File: src/rtl/axi_common_pkg.sv
// Shared helpers for the AXI crossbar arbiters: round-robin pick and one-hot decode.
// Functions work on a fixed maximum width; callers cast to their own MASTER_NUM.
package axi_common;

  localparam int unsigned MAX_MASTERS = 32;

  // First asserted valid bit at or after ptr, modulo n; returns 1 when something was found.
  function automatic logic rr_pick(input  logic [MAX_MASTERS-1:0] valid,
                                   input  int unsigned            ptr,
                                   input  int unsigned            n,
                                   output int unsigned            idx);
    logic        found;
    int unsigned cand;
    found = 1'b0;
    idx   = 32'd0;
    for (int unsigned k = 32'd0; k < MAX_MASTERS; k++) begin
      cand = ptr + k;
      if (cand >= n) begin
        cand = cand - n;
      end else begin
        cand = cand;
      end
      if ((k < n) && !found && valid[cand]) begin
        found = 1'b1;
        idx   = cand;
      end else begin
        found = found;
      end
    end
    return found;
  endfunction

  function automatic logic [MAX_MASTERS-1:0] onehot(input int unsigned idx);
    logic [MAX_MASTERS-1:0] one;
    one = {{(MAX_MASTERS-1){1'b0}}, 1'b1};
    return one << idx;
  endfunction

endpackage

File: src/rtl/axi_rr_arbiter.sv
// Round-robin arbiter with grant lock: holds the granted requester while the
// downstream stalls, and advances the priority pointer past each accepted grant.
module axi_rr_arbiter
  import axi_common::*;
#(
  parameter int unsigned MASTER_NUM = 4
) (
  input  logic                          clk,
  input  logic                          rstn,
  input  logic [MASTER_NUM-1:0]         req_i,
  input  logic                          advance_i,
  input  logic                          hold_i,
  output logic [$clog2(MASTER_NUM)-1:0] grant_o,
  output logic                          found_o
);

  localparam int unsigned IDX_W = $clog2(MASTER_NUM);

  logic [IDX_W-1:0] ptr_q, ptr_d;
  logic             lock_q, lock_d;
  logic [IDX_W-1:0] lock_idx_q, lock_idx_d;
  logic             pick_found_s;
  int unsigned      pick_idx_s;

  // Grant selection: a locked grant overrides the round-robin scan.
  always_comb begin
    pick_idx_s   = 32'd0;
    pick_found_s = rr_pick(MAX_MASTERS'(req_i), 32'(ptr_q), MASTER_NUM, pick_idx_s);
    if (lock_q) begin
      grant_o = lock_idx_q;
      found_o = 1'b1;
    end else begin
      grant_o = IDX_W'(pick_idx_s);
      found_o = pick_found_s;
    end
  end

  // Next-state for pointer and lock.
  always_comb begin
    ptr_d      = ptr_q;
    lock_d     = lock_q;
    lock_idx_d = lock_idx_q;
    if (advance_i) begin
      ptr_d  = (grant_o == IDX_W'(MASTER_NUM-1)) ? {IDX_W{1'b0}} : grant_o + IDX_W'(1);
      lock_d = 1'b0;
    end else if (hold_i) begin
      lock_d     = 1'b1;
      lock_idx_d = grant_o;
    end else begin
      lock_d = lock_q;
    end
  end

  // State registers.
  always_ff @(posedge clk or negedge rstn) begin
    if (!rstn) begin
      ptr_q      <= {IDX_W{1'b0}};
      lock_q     <= 1'b0;
      lock_idx_q <= {IDX_W{1'b0}};
    end else begin
      ptr_q      <= ptr_d;
      lock_q     <= lock_d;
      lock_idx_q <= lock_idx_d;
    end
  end

endmodule

File: src/rtl/axi_write_arbiter.sv
// AW round-robin arbiter plus an order FIFO of granted requesters that steers
// W beats to the slave in AW grant order, advancing at WLAST.
module axi_write_arbiter
  import axi_common::*;
#(
  parameter int unsigned MASTER_NUM = 4,
  parameter int unsigned FIFO_DEPTH = 4
) (
  input  logic                  clk,
  input  logic                  rstn,
  input  logic [MASTER_NUM-1:0] aw_valid,
  output logic [MASTER_NUM-1:0] aw_ready,
  output logic [MASTER_NUM-1:0] aw_sel,
  output logic                  aw_valid_o,
  input  logic                  aw_ready_i,
  input  logic [MASTER_NUM-1:0] w_valid,
  input  logic [MASTER_NUM-1:0] w_last,
  output logic [MASTER_NUM-1:0] w_ready,
  output logic [MASTER_NUM-1:0] w_sel,
  output logic                  w_valid_o,
  input  logic                  w_ready_i
);

  localparam int unsigned IDX_W = $clog2(MASTER_NUM);
  localparam int unsigned PTR_W = (FIFO_DEPTH > 1) ? $clog2(FIFO_DEPTH) : 1;
  localparam int unsigned CNT_W = $clog2(FIFO_DEPTH + 1);

  logic [IDX_W-1:0] fifo_q [FIFO_DEPTH];
  logic [PTR_W-1:0] wr_ptr_q, wr_ptr_d;
  logic [PTR_W-1:0] rd_ptr_q, rd_ptr_d;
  logic [CNT_W-1:0] cnt_q, cnt_d;

  logic [IDX_W-1:0] grant_s;
  logic             found_s;
  logic             full_s;
  logic             nonempty_s;
  logic [IDX_W-1:0] head_s;
  logic             push_s;
  logic             pop_s;

  assign full_s     = (cnt_q == CNT_W'(FIFO_DEPTH));
  assign nonempty_s = (cnt_q != {CNT_W{1'b0}});
  assign head_s     = fifo_q[rd_ptr_q];
  assign push_s     = aw_valid_o & aw_ready_i;
  assign pop_s      = w_valid_o & w_ready_i & w_last[head_s];

  axi_rr_arbiter #(
    .MASTER_NUM(MASTER_NUM)
  ) u_rr (
    .clk      (clk),
    .rstn     (rstn),
    .req_i    (aw_valid),
    .advance_i(push_s),
    .hold_i   (aw_valid_o & ~aw_ready_i),
    .grant_o  (grant_s),
    .found_o  (found_s)
  );

  // Handshake outputs; full blocking deliberately ignores a same-cycle pop so
  // that w_ready_i never reaches the AW ready path.
  always_comb begin
    aw_sel     = {MASTER_NUM{1'b0}};
    aw_valid_o = 1'b0;
    aw_ready   = {MASTER_NUM{1'b0}};
    w_sel      = {MASTER_NUM{1'b0}};
    w_valid_o  = 1'b0;
    w_ready    = {MASTER_NUM{1'b0}};
    if (rstn && found_s && !full_s) begin
      aw_sel     = MASTER_NUM'(onehot(32'(grant_s)));
      aw_valid_o = aw_valid[grant_s];
      aw_ready   = aw_sel & {MASTER_NUM{aw_ready_i}};
    end else begin
      aw_valid_o = 1'b0;
    end
    if (rstn && nonempty_s) begin
      w_sel     = MASTER_NUM'(onehot(32'(head_s)));
      w_valid_o = w_valid[head_s];
      w_ready   = w_sel & {MASTER_NUM{w_ready_i}};
    end else begin
      w_valid_o = 1'b0;
    end
  end

  // Order FIFO pointer and occupancy next-state.
  always_comb begin
    wr_ptr_d = wr_ptr_q;
    rd_ptr_d = rd_ptr_q;
    cnt_d    = cnt_q;
    if (push_s) begin
      wr_ptr_d = (wr_ptr_q == PTR_W'(FIFO_DEPTH-1)) ? {PTR_W{1'b0}} : wr_ptr_q + PTR_W'(1);
    end else begin
      wr_ptr_d = wr_ptr_q;
    end
    if (pop_s) begin
      rd_ptr_d = (rd_ptr_q == PTR_W'(FIFO_DEPTH-1)) ? {PTR_W{1'b0}} : rd_ptr_q + PTR_W'(1);
    end else begin
      rd_ptr_d = rd_ptr_q;
    end
    case ({push_s, pop_s})
      2'b10:   cnt_d = cnt_q + CNT_W'(1);
      2'b01:   cnt_d = cnt_q - CNT_W'(1);
      default: cnt_d = cnt_q;
    endcase
  end

  // Order FIFO storage and pointers.
  always_ff @(posedge clk or negedge rstn) begin
    if (!rstn) begin
      wr_ptr_q <= {PTR_W{1'b0}};
      rd_ptr_q <= {PTR_W{1'b0}};
      cnt_q    <= {CNT_W{1'b0}};
      for (int i = 0; i < int'(FIFO_DEPTH); i++) begin
        fifo_q[i] <= {IDX_W{1'b0}};
      end
    end else begin
      wr_ptr_q <= wr_ptr_d;
      rd_ptr_q <= rd_ptr_d;
      cnt_q    <= cnt_d;
      if (push_s) begin
        fifo_q[wr_ptr_q] <= grant_s;
      end else begin
        fifo_q[wr_ptr_q] <= fifo_q[wr_ptr_q];
      end
    end
  end

endmodule
File: config.mk
export PLATFORM = sky130hd
export DESIGN_NAME = axi_write_arbiter
export DESIGN_NICKNAME = d
export VERILOG_FILES = /design/src/rtl/axi_common_pkg.sv /design/src/rtl/axi_rr_arbiter.sv /design/src/rtl/axi_write_arbiter.sv
export SDC_FILE = /design/constraint.sdc
export NUM_CORES = 1
export LEC_CHECK = 0
export BUFFER_PORTS_ARGS = -buffer_cell sky130_fd_sc_hd__buf_2
export CAP_MARGIN = 40
export CORE_MARGIN = 10
export CORE_UTILIZATION = 56
export DETAILED_ROUTE_END_ITERATION = 10
export PLACE_DENSITY = 0.8
export REMOVE_ABC_BUFFERS = 1
export SKIP_LAST_GASP = 1
export SLEW_MARGIN = 25
export SYNTH_ARGS = -nofsm -noshare
export SYNTH_HDL_FRONTEND = slang
export SYNTH_SLANG_ARGS = --single-unit
File: constraint.sdc
create_clock -name clk -period 4.42 [get_ports clk]
set_clock_uncertainty 0.1 [all_clocks]
set_input_delay 0.442 -clock clk [delete_from_list [all_inputs] [get_ports clk]]
set_output_delay 0.442 -clock clk [all_outputs]
set_load 0.01 [all_outputs]
==> results of run 1 <==
-- power by group through the flow --
stage                     combinational [mW]  clock [mW]  sequential, mW
after floorplan                        0.761           0           0.355
after global placement                 0.943           0           0.379
after detailed placement               0.993           0           0.389
after CTS                              0.999       0.157           0.385
after global routing                    1.11       0.166           0.402
final                                  0.997       0.154           0.386
-- what timing repair did --
item                       CTS  global route
resized for setup            0             2
hold buffers                 1             0
setup endpoints to repair    0             3
hold endpoints to repair    20             0
-- critical path: cells and delay by family, from the launching register on --
family	cells	cell delay, ns
AOI/OAI and AO/OA	4	1.16
and+or+nand+nor	2	0.63
buffers and inverters	4	0.60
DFF	1	0.52
adders and majority gates	1	0.37
-- state kept, by name, summed over array words and instances (netlist names) --
signal,cells
cnt_q,3
fifo_q,8
u_rr.lock_q,1
wr_ptr_q,2
rd_ptr_q,2
u_rr.lock_idx_q,2
u_rr.ptr_q,2
-- cell families after synthesis --
logic type | after synthesis | share of synthesized area, %
adders and majority gates | 15 | 10.5
DFF | 20 | 27.0
buffers and inverters | 23 | 6.00
xor gates and xnor gates | 3 | 1.42
AOI/OAI and AO/OA | 34 | 15.0
muxes | 24 | 19.1
and+or+nand+nor | 69 | 21.0
-- through the flow --
step | area (sq um) | setup WS, ns | hold WS (ns) | utilization [%]
global route | 2120 | 0.0904 | 0.455 | 68.2
CTS | 2110 | 0.0429 | 0.435 | 68.1
floorplan | 1810 | 0.148 | 0.0464 | -
global placement | 2050 | 0.472 | 0.328 | 66.1
detailed placement | 2050 | 0.293 | 0.343 | 66.1
finish | 2120 | 0.272 | 0.444 | 68.2
-- cell type report --
type	count	area (sq um)	area share, %
Clock buffer	3	22.5	1.06
Tap cell	44	55.1	2.60
Timing Repair Buffer	37	198	9.34
Clock inverter	1	30.0	1.42
Inverter	16	62.6	2.96
Multi-Input combinational cell	145	1250	58.9
Sequential cell	20	502	23.7
-- cell usage after synthesis (all sizes together), types with 5 or more instances --
cell type / instances
nand2: 16
dfrtp: 20
mux2i: 5
nand3: 7
a21oi: 6
mux4: 7
a2bb2oi: 6
nor2: 10
or3: 7
ha: 14
mux2: 12
and2: 6
inv: 16
and3: 6
-- layer usage --
layer	global-route usage (%)	part of all wire, %	vias up	wire [um]
met5	0	0	-	0
met1	17.8	44	763	1960
met2	25.1	49	45	2180
met4	5.11	2.2	0	98
met3	2.88	5.2	11	230
li1	-	-	748	-
-- layout by cell type (no fill, tap or decap), drive strengths merged, types with 2 or more instances in the layout --
| cell type | n |
|---|---|
| and3 | 6 |
| or3 | 7 |
| dfrtp | 20 |
| ha | 14 |
| nand3 | 7 |
| nor2b | 3 |
| nor3 | 4 |
| o31ai | 3 |
| o21ai | 3 |
| o21a | 3 |
| buf | 36 |
| clkbuf | 3 |
| xor2 | 2 |
| nand2 | 16 |
| mux2 | 12 |
| and2 | 6 |
| inv | 16 |
| a2bb2oi | 6 |
| o2111ai | 4 |
| mux2i | 5 |
| nor3b | 4 |
| a211oi | 3 |
| nor2 | 10 |
| mux4 | 7 |
| a21o | 3 |
| a21oi | 6 |
-- worst min-delay path by stage --
stage	to	slack, ns	cells past startpoint
after floorplan	cnt_q[0]$_DFFE_PN0P_	0.05	0
final	cnt_q[1]$_DFFE_PN0P_	0.44	2
after global routing	rd_ptr_q[0]$_DFFE_PN0P_	0.46	3
after global placement	cnt_q[0]$_DFFE_PN0P_	0.33	1
after detailed placement	cnt_q[1]$_DFFE_PN0P_	0.34	1
after CTS	rd_ptr_q[1]$_DFFE_PN0P_	0.44	4
==> results.txt, run 1 <==
----------------------------------------------------
[Outcome]
  Status ... finished, final reports clean

[Yosys]
  Most used flip-flop cell after synthesis ... sky130_fd_sc_hd__dfrtp_1
  Post-synth top area cell ... sky130_fd_sc_hd__dfrtp_1
  Proportion of synthesized flip-flops having asynchronous set or reset ... 100%
  Number of cells produced by synthesis ... 188
  Share of the yosys chip area belonging to registers ... 27.0%
  Number of synthesis warnings ... 0
  Number of synthesized register bits ... 20
  Share of Yosys cell area claimed by the top area cell type ... 27.0%
  Synth Area per Inst ... 9.88 sq um
  Count of flip-flops with a built-in enable after synthesis ... 0
  Synth top area cells ... sky130_fd_sc_hd__dfrtp_1 27%, sky130_fd_sc_hd__ha_1 9.4%, sky130_fd_sc_hd__mux4_2 7.3%
  Netlist area before placement ... 1860 sq um
  Synth cell types ... 47

[Clock network]
  Root buffer cell ... sky130_fd_sc_hd__clkbuf_4
  Number of clock sinks seen by CTS ... 20
  Max H-tree Level ... 1
  CTS tree ... yes
  Source-to-sink clock delay at the later pin of the worst-skew pair ... 0.31 ns
  Max Buffers Root-to-Sink ... 2
  CTS buffer count ... 3
  Post-CTS setup-driven buffer insertion count ... 0
  Worst-path clk slew ... 0.12 ns

[Route]
  Vias per cell ... 5.89
  Total via count after detailed routing ... 1567
  Pre-antenna DRT Iters ... 4
  Initial drt markers ... 98
  Wire length per cell after detailed routing ... 16.8 um
  Remaining design rule violation count ... 0
  Routed Wire Length ... 4460 um
  Post-route antenna net violation count ... 0

[Die]
  Std cell rows ... 20
  Horiz. Die Dim ... 77.6 um
  Die Outline Area ... 6020 sq um
  Initial cell density of the core ... 59.8%
  Chip Height ... 77.6 um
  Floorplan Core Area ... 3100 sq um
  Count of boundary I/O pins ... 34

[Cells and area]
  Synthesis-to-layout area growth ... 13.9%
  Number of non-filler instances in the completed layout ... 266
  Number of nets in the layout ... 254
  Fraction of final layout cells with drive strength greater than 1 ... 33.3%
  Number of antenna repair diodes ... 0
  Fill count ... 268

[Placed design]
  Port Buffers ... 33
  RePlAce Congestion ... 0.991
  Detail Placement HPWL ... 3560 um
  Number of placed cells counting well taps ... 261

[Pwr]
  Total Power ... 1.54 mW
  Power share of the clock group ... 10.0%
  Sw frac ... 45.3%
  Proportion of power drawn by flip-flops and latches ... 25.1%
  Switching power summed over all nets ... 0.696 mW
  Leakage dissipation ... 1.04 nW
  Maximum VDD drop ... 0.439 mV
  Internal Pwr Total ... 0.840 mW
  Portion of total power attributed to combinational logic ... 64.9%
  P per Cell Area ... 726 nW/um^2

[STA]
  Portion of the clock cycle consumed by the worst path in the final layout ... 93.8%
  Max Clock Freq ... 0.241 GHz
  Pins over their slew limit ... 0
  Post-layout minimum cycle time ... 4.15 ns
  Normalized max-slew margin ... 66.2%
  Final-report hold violation count ... 0
  Final setup vio count ... 0
  Total negative slack for setup checks ... 0 ns
  Setup repair after global routing missed its margin ... false
  Worst slew pin tran ... 0.505 ns

[Critical path]
  Startpoint class of the critical path ... flip-flop
  Endpoint of the most critical setup path ... aw_valid_o
  Maximum cell stage delay along the critical path ... 0.52 ns
  Path depth of the worst reg2reg path ... 15
  Endpoint required time on the critical path ... 3.88 ns
  Crit-path slowest cell ... sky130_fd_sc_hd__dfrtp_2
  CP cell instances ... inv_1 > ha_1 > or3_4 > a211oi_1 > or3_4 > o21a_2 > inv_4 > a211oi_1 > buf_4 > o21a_1 > buf_2
  Peak fanout along the critical path ... 12
  Launch point of the worst path ... u_rr.ptr_q[0]$_DFFE_PN0N_
  Worst setup slack for register-to-register paths ... 0.47 ns
  Worst EP arrival ... 3.61 ns
  Critical register-to-register path startpoint ... u_rr.ptr_q[0]$_DFFE_PN0N_
  Type of destination of the critical path ... output pin
  Worst Path Class, Setup ... reg -> out
  Capture point of the worst reg-to-reg path ... cnt_q[2]$_DFFE_PN0P_

[Global route]
  Remaining global-route overflow ... 0
  Via count of the first global-routing pass ... 1548
  Antenna violations before repair ... 0
  GR Util All Layers ... 14.7%
  Pin count of the biggest net entering global routing ... 24
  Global-route wire length before repair ... 7440 um

[Min path]
  Kind of path behind the tightest hold check ... reg -> reg
  Beginning of the worst hold path ... cnt_q[1]$_DFFE_PN0P_

[Flow run]
  MaxCap Viol Count ... 0

----------------------------------------------------
Power figures use the tool's default switching activity.
==> run 2: changes to the inputs <==
Clock period 4.42 ns to 4.7 ns, I/O delays scaled along.
==> run 2 against run 1 <==
Combinational power fell by 7.6%. Via count shrank 0.51%. Largest power group unchanged. First-iteration DRC count grew 24%. Routed wire length fell by 5.4%. Cell area down 0.95%. Register-to-register slack better by 0.07 ns. Clock power down 6%. Die area unchanged. Critical endpoint unchanged.
==> results.txt, run 2 (synthesized netlist as in run 1, its figures left out) <==
----------------------------------------------------
[STA]
  Normalized max-slew margin ... 66.1% (-0.067 points)
  Final setup vio count ... 0 (unchanged)
  Portion of the clock cycle consumed by the worst path in the final layout ... 93.1%
  Final Worst Setup Slack ... 0.326 ns (+0.0539 ns)
  Setup repair after global routing missed its margin ... false
  Final-report hold violation count ... 0 (unchanged)
  Worst Hold Margin ... 0.00540 ns (-0.438 ns)
  Total negative slack for setup checks ... 0 ns (unchanged)
  Worst slew pin tran ... 0.508 ns (+0.00273 ns)
  Pins over their slew limit ... 0 (unchanged)
  Max Clock Freq ... 0.229 GHz
  Post-layout minimum cycle time ... 4.37 ns

[Route]
  Remaining design rule violation count ... 0 (unchanged)
  Initial drt markers ... 122 (+24%)
  Total via count after detailed routing ... 1559 (-0.51%)
  Post-route antenna net violation count ... 0 (unchanged)
  Routed Wire Length ... 4220 um (-5.4%)
  Pre-antenna DRT Iters ... 5 (+1)
  Wire length per cell after detailed routing ... 16.0 um (-4.7%)
  Vias per cell ... 5.91 (+0.24%)

[Global route]
  Global-route wire length before repair ... 7400 um (-0.56%)
  Antenna violations before repair ... 0 (unchanged)
  Pin count of the biggest net entering global routing ... 24 (unchanged)
  Remaining global-route overflow ... 0 (unchanged)
  Via count of the first global-routing pass ... 1533 (-0.97%)
  GR Util All Layers ... 14.2% (-0.47 points)

[Clock network]
  CTS buffer count ... 3 (unchanged)
  Source-to-sink clock delay at the later pin of the worst-skew pair ... 0.31 ns (about the same)
  Worst-path clk slew ... 0.12 ns (about the same)
  Post-CTS setup-driven buffer insertion count ... 0 (unchanged)
  Max H-tree Level ... 1 (unchanged)
  Number of gates given a new drive strength after cts ... 0 (unchanged)
  CTS tree ... yes
  Root buffer cell ... sky130_fd_sc_hd__clkbuf_4
  Number of clock sinks seen by CTS ... 20 (unchanged)
  Max Buffers Root-to-Sink ... 2 (unchanged)
  Hold bufs inserted after CTS ... 0 (-1)

[Die]
  Count of boundary I/O pins ... 34 (unchanged)
  Initial cell density of the core ... 59.8% (unchanged)
  Std cell rows ... 20 (unchanged)
  Horiz. Die Dim ... 77.6 um (unchanged)
  Chip Height ... 77.6 um (unchanged)
  Floorplan Core Area ... 3100 sq um (unchanged)
  Die Outline Area ... 6020 sq um (unchanged)

[Placed design]
  Worst setup timing slack at the placement stage ... 0.576 ns (+0.283 ns)
  RePlAce Congestion ... 1.00 (+1.4%)
  Number of placed cells counting well taps ... 260 (-0.38%)
  Detail Placement HPWL ... 3370 um (-5.3%)
  Cell area after placement ... 2040 sq um (-0.37%)
  Port Buffers ... 33 (unchanged)

[Critical path]
  Worst setup slack for register-to-register paths ... 0.54 ns (+0.07 ns)
  Startpoint class of the critical path ... flip-flop
  Peak fanout along the critical path ... 12 (unchanged)
  Endpoint required time on the critical path ... 4.13 ns (+0.25 ns)
  Path depth of the worst reg2reg path ... 15 (unchanged)
  Worst EP arrival ... 3.80 ns (+0.19 ns)
  Type of destination of the critical path ... output pin
  Worst Path Class, Setup ... reg -> out

[Pwr]
  Total Power ... 1.43 mW (-7.1%)
  Leakage dissipation ... 1.04 nW (-0.85%)
  P per Cell Area ... 681 nW/um^2 (-6.2%)
  Maximum VDD drop ... 0.368 mV (-16%)

[Cells and area]
  Fill count ... 245 (-8.6%)
  Number of nets in the layout ... 252 (-0.79%)
  Fraction of final layout cells with drive strength greater than 1 ... 32.3% (-1.1 points)
  Synthesis-to-layout area growth ... 12.9%
  Number of antenna repair diodes ... 0 (unchanged)
  Largest regs ... fifo_q x8, cnt_q x3
  Number of non-filler instances in the completed layout ... 264 (-0.75%)
  Largest Register ... fifo_q
  Layout Cell Area excl Fill ... 2100 sq um (-0.95%)
  Number of flip-flops in the largest register ... 8 (unchanged)
  Footprint of the multi-input gates ... 1240 sq um (-0.10%)
  Post-layout util ... 67.5% (-0.65 points)
  Most common library cell in the layout ignoring fill and taps ... sky130_fd_sc_hd__buf_2
  Commonest cells after routing, fill and taps aside ... 33 x sky130_fd_sc_hd__buf_2, 20 x sky130_fd_sc_hd__dfrtp_1, 16 x sky130_fd_sc_hd__nand2_1
  Area occupied by registers ... 500 sq um (-0.25%)

[Outcome]
  Status ... finished, final reports clean

[Min path]
  Kind of path behind the tightest hold check ... in -> async

[Flow run]
  MaxCap Viol Count ... 0 (unchanged)

----------------------------------------------------
## run 2: cell count changes in the layout (fill, tap and decap cells not counted), sizes merged
cell / change
buf: -1
dlygate4sd3: -1
## run 2: layer usage
layer	track usage [%]	wire length [um]
met1	18.6	1830
met2	23.7	2030
met3	2.65	304
met4	2.74	57
met5	0	0
## run 2: path summary, 6_finish.rpt
kind                                            from                     to
setup / recovery           u_rr.ptr_q[0]$_DFFE_PN0N_             aw_valid_o
hold / removal                                  rstn   cnt_q[0]$_DFFE_PN0P_
setup reg to reg           u_rr.ptr_q[0]$_DFFE_PN0N_   cnt_q[2]$_DFFE_PN0P_
hold reg to reg                 cnt_q[1]$_DFFE_PN0P_   cnt_q[1]$_DFFE_PN0P_
max in group asynchronous                       rstn  fifo_q[0]$_DFFE_PN0P_
min in group clk                cnt_q[1]$_DFFE_PN0P_   cnt_q[1]$_DFFE_PN0P_
## run 2: final cells by class
class	count	area share [%]
multi-input combinational	145	59.4
sequential	20	23.9
timing repair buffer	35	8.60
inverter	16	2.99
tap	44	2.63
clock inverter	1	1.43
clock buffer	3	1.07
## run 2: power breakdown
part           switching (mW)  internal [mW]  leakage [nW]
Clock                  0.0582         0.0862        0.0279
Combinational           0.480          0.441         0.760
Sequential              0.110          0.251         0.247
Total                   0.648          0.779          1.04
## run 2: critical path: stages, from the launching register on
cell                       delay (ns)
sky130_fd_sc_hd__dfrtp_1         0.63
sky130_fd_sc_hd__inv_1           0.18
sky130_fd_sc_hd__ha_1            0.39
sky130_fd_sc_hd__or3_4           0.44
sky130_fd_sc_hd__a211oi_1        0.29
sky130_fd_sc_hd__or3_4           0.20
sky130_fd_sc_hd__o21a_1          0.36
sky130_fd_sc_hd__inv_4           0.09
sky130_fd_sc_hd__a211oi_1        0.39
sky130_fd_sc_hd__buf_4           0.24
sky130_fd_sc_hd__o21a_1          0.16
sky130_fd_sc_hd__buf_2           0.13
==> run 3: changes to the inputs <==
Settings changed: ABC_AREA from default to 1.
==> run 3 against run 2 <==
Cell area increased by 3.3%. Clock-buffer cell count grew 1. Critical path depth is 9 higher. Worst setup slack better by 0.76 ns. Via count grew 14%. First-iteration DRC count down 4.9%. Sequential power shrank 4%. Combinational power rose by 31%. Register-to-register slack better by 0.54 ns. Maximum frequency is 21% higher.
==> results.txt, run 3 <==
----------------------------------------------------
[Outcome]
  Status ... finished, final reports clean

[STA]
  Final setup vio count ... 0 (unchanged)
  Setup repair after global routing missed its margin ... false
  Portion of the clock cycle consumed by the worst path in the final layout ... 77.0% (-16 points)
  Normalized max-slew margin ... 66.8% (+0.69 points)
  Worst slew pin tran ... 0.498 ns (-0.0104 ns)
  Worst Hold Margin ... 0.00321 ns (-0.00219 ns)
  Max Clock Freq ... 0.276 GHz (+21%)
  Pins over their slew limit ... 0 (unchanged)
  Final-report hold violation count ... 0 (unchanged)
  Total negative slack for setup checks ... 0 ns (unchanged)
  Post-layout minimum cycle time ... 3.62 ns (-0.756 ns)

[Cells and area]
  Fill count ... 320 (+31%)
  Most common library cell in the layout ignoring fill and taps ... sky130_fd_sc_hd__nand2_1
  Number of nets in the layout ... 337 (+34%)
  Synthesis-to-layout area growth ... 11.8%
  Number of flip-flops in the largest register ... 8 (unchanged)
  Fraction of final layout cells with drive strength greater than 1 ... 25.9% (-6.4 points)
  Layout Cell Area excl Fill ... 2170 sq um (+3.3%)
  Largest regs ... fifo_q x8, cnt_q x3
  Largest Register ... fifo_q
  Number of antenna repair diodes ... 0 (unchanged)
  Commonest cells after routing, fill and taps aside ... 68 x sky130_fd_sc_hd__nand2_1, 35 x sky130_fd_sc_hd__inv_1, 33 x sky130_fd_sc_hd__buf_2

[Clock network]
  Source-to-sink clock delay at the later pin of the worst-skew pair ... 0.31 ns (about the same)
  Max Buffers Root-to-Sink ... 2 (unchanged)
  Number of gates given a new drive strength after cts ... 0 (unchanged)
  Post-CTS setup-driven buffer insertion count ... 0 (unchanged)
  Max H-tree Level ... 1 (unchanged)
  Root buffer cell ... sky130_fd_sc_hd__clkbuf_4
  CTS tree ... yes
  Worst-path clk slew ... 0.13 ns (about the same)
  Hold bufs inserted after CTS ... 0 (unchanged)
  Number of clock sinks seen by CTS ... 20 (unchanged)
  CTS buffer count ... 3 (unchanged)

[Yosys]
  Netlist area before placement ... 1940 sq um (+4.3%)
  Number of synthesized register bits ... 20 (unchanged)
  Synth top area cells ... sky130_fd_sc_hd__dfrtp_1 26%, sky130_fd_sc_hd__nand2_1 13%, sky130_fd_sc_hd__ha_1 9.0%
  Share of Yosys cell area claimed by the top area cell type ... 25.8% (-1.1 points)
  Synth Area per Inst ... 7.15 sq um (-28%)
  Commonest cells in the netlist ... 68 x sky130_fd_sc_hd__nand2_1, 35 x sky130_fd_sc_hd__inv_1, 30 x sky130_fd_sc_hd__nor2_1, 20 x sky130_fd_sc_hd__dfrtp_1, 20 x sky130_fd_sc_hd__nand3_1
  Synth cell types ... 30 (-36%)
  Count of flip-flops with a built-in enable after synthesis ... 0 (unchanged)
  Library cell with the highest instance count after synthesis ... sky130_fd_sc_hd__nand2_1
  Number of cells produced by synthesis ... 271 (+44%)
  Proportion of synthesized flip-flops having asynchronous set or reset ... 100% (unchanged)
  Number of synthesis warnings ... 0 (unchanged)
  Share of the yosys chip area belonging to registers ... 25.8% (-1.1 points)
  Most used flip-flop cell after synthesis ... sky130_fd_sc_hd__dfrtp_1
  Post-synth top area cell ... sky130_fd_sc_hd__dfrtp_1

[Route]
  Remaining design rule violation count ... 0 (unchanged)
  Initial drt markers ... 116 (-4.9%)
  Pre-antenna DRT Iters ... 4 (-1)
  Vias per cell ... 5.08 (-14%)
  Post-route antenna net violation count ... 0 (unchanged)
  Total via count after detailed routing ... 1784 (+14%)
  Routed Wire Length ... 4290 um (+1.5%)
  Wire length per cell after detailed routing ... 12.2 um (-24%)

[Die]
  Horiz. Die Dim ... 78.8 um (+1.6%)
  Std cell rows ... 21 (+5.0%)
  Chip Height ... 78.8 um (+1.6%)
  Count of boundary I/O pins ... 34 (unchanged)
  Initial cell density of the core ... 58.0% (-1.8 points)
  Floorplan Core Area ... 3340 sq um (+7.5%)
  Die Outline Area ... 6210 sq um (+3.2%)

[Pwr]
  P per Cell Area ... 768 nW/um^2 (+13%)
  Leakage dissipation ... 1.17 nW (+13%)
  Maximum VDD drop ... 0.449 mV (+22%)

[Global route]
  Remaining global-route overflow ... 0 (unchanged)
  Global routing usage on met3 ... 4.39% (+1.7 points)
  Fraction of met1 tracks used by global routing ... 18.0% (-0.60 points)
  Global-route wire length before repair ... 7660 um (+3.6%)
  Pin count of the biggest net entering global routing ... 23 (-4.2%)
  Antenna violations before repair ... 0 (unchanged)
  Met2 Track Usage GR ... 24.1% (+0.38 points)
  Global-route layer with the greatest usage ... met2
  Via count of the first global-routing pass ... 1721 (+12%)
  GR Util All Layers ... 14.4% (+0.18 points)

[Placed design]
  Detail Placement HPWL ... 3440 um (+1.9%)
  Port Buffers ... 33 (unchanged)
  RePlAce Congestion ... 0.901 (-10%)
  Cell area after placement ... 2120 sq um (+4.0%)

[Critical path]
  Type of destination of the critical path ... flip-flop
  Peak fanout along the critical path ... 16 (+4)
  Endpoint required time on the critical path ... 4.80 ns (+0.67 ns)
  Worst Path Class, Setup ... reg -> reg
  Worst EP arrival ... 3.72 ns (-0.08 ns)
  Startpoint class of the critical path ... flip-flop

[Min path]
  Kind of path behind the tightest hold check ... in -> async

[Flow run]
  MaxCap Viol Count ... 0 (unchanged)

----------------------------------------------------
==> run 3: cell count changes after synthesis, sizes merged, moves of 11 or more <==
| cell | delta |
|---|---|
| nor2 | +24 |
| inv | +22 |
| nand2 | +67 |
| nand3 | +29 |
| nand4 | +11 |
| mux2 | -12 |
==> run 3: cells by family (layout without fill, tap and decap cells) <==
family                   Yosys count  in the layout  share of synthesized area (%)
AO/OA/AOI/OAI                     18             18                           5.88
XOR/XNOR                           2              2                          0.905
adder cells (fa/ha/maj)           15             15                           10.1
buffers and inverters             42             76                           9.17
flip-flops                        20             20                           25.8
AND/OR/NAND/NOR                  174            174                           48.1
==> run 3: worst max-delay path, stage by stage (launching register included) <==
cell	delay, ns
sky130_fd_sc_hd__dfrtp_1	0.53
sky130_fd_sc_hd__inv_2	0.13
sky130_fd_sc_hd__ha_1	0.38
sky130_fd_sc_hd__inv_1	0.08
sky130_fd_sc_hd__nand3_2	0.09
sky130_fd_sc_hd__nand3_4	0.11
sky130_fd_sc_hd__a21oi_2	0.15
sky130_fd_sc_hd__nor2_1	0.05
sky130_fd_sc_hd__nor2_1	0.10
sky130_fd_sc_hd__nand2_2	0.09
sky130_fd_sc_hd__nand2_4	0.12
sky130_fd_sc_hd__nand2_1	0.10
sky130_fd_sc_hd__nand3_4	0.07
sky130_fd_sc_hd__nand2_4	0.11
sky130_fd_sc_hd__nand3_4	0.20
sky130_fd_sc_hd__ha_1	0.19
sky130_fd_sc_hd__inv_1	0.07
sky130_fd_sc_hd__fa_1	0.39
sky130_fd_sc_hd__a21oi_1	0.17
sky130_fd_sc_hd__o21ai_0	0.13
sky130_fd_sc_hd__xnor2_1	0.14
==> run 3: layout make-up <==
cell class | count | area (sq um) | share of cell area, %
multi-input combinational | 209 | 1260 | 58.1
sequential | 20 | 500 | 23.1
timing repair buffer | 34 | 170 | 7.86
inverter | 38 | 143 | 6.59
tap | 46 | 57.6 | 2.66
clock buffer | 4 | 36.3 | 1.68
==> run 3: path summary, 6_finish.rpt <==
path / cells past startpoint / from / slack (ns) / to
setup / recovery: 20 / u_rr.ptr_q[0]$_DFFE_PN0N_ / 1.08 / cnt_q[2]$_DFFE_PN0P_
hold / removal: 1 / rstn / 0.003 / fifo_q[2]$_DFFE_PN0P_
setup reg to reg: 20 / u_rr.ptr_q[0]$_DFFE_PN0N_ / 1.08 / cnt_q[2]$_DFFE_PN0P_
hold reg to reg: 2 / u_rr.lock_idx_q[0]$_DFFE_PN0P_ / 0.41 / u_rr.lock_idx_q[0]$_DFFE_PN0P_
max in group asynchronous: 1 / rstn / 4.16 / rd_ptr_q[0]$_DFFE_PN0P_
min in group clk: 2 / u_rr.lock_idx_q[0]$_DFFE_PN0P_ / 0.41 / u_rr.lock_idx_q[0]$_DFFE_PN0P_
==> run 3: through the flow <==
step	util [%]	total power [mW]	worst slack (ns)	instances
2_1_floorplan	-	1.29	1.49	267
3_3_place_gp	63.7	1.54	1.28	346
3_5_place_dp	63.7	1.56	1.12	346
4_1_cts	64.8	1.66	1.09	350
5_1_grt	64.9	1.87	0.721	351
6_report	64.9	1.66	1.08	351
==> run 3: per-layer routing <==
layer	up-vias	share of wire [%]
li1	944	-
met1	784	45
met2	54	45
met3	2	9.2
met4	0	0.58
met5	-	0
==> run 3: report_power, final <==
group	switching [mW]	leakage [nW]	internal, mW	total (mW)
Sequential	0.0903	0.249	0.256	0.346
Clock	0.0582	0.0210	0.0473	0.105
Combinational	0.790	0.903	0.421	1.21
Total	0.939	1.17	0.724	1.66
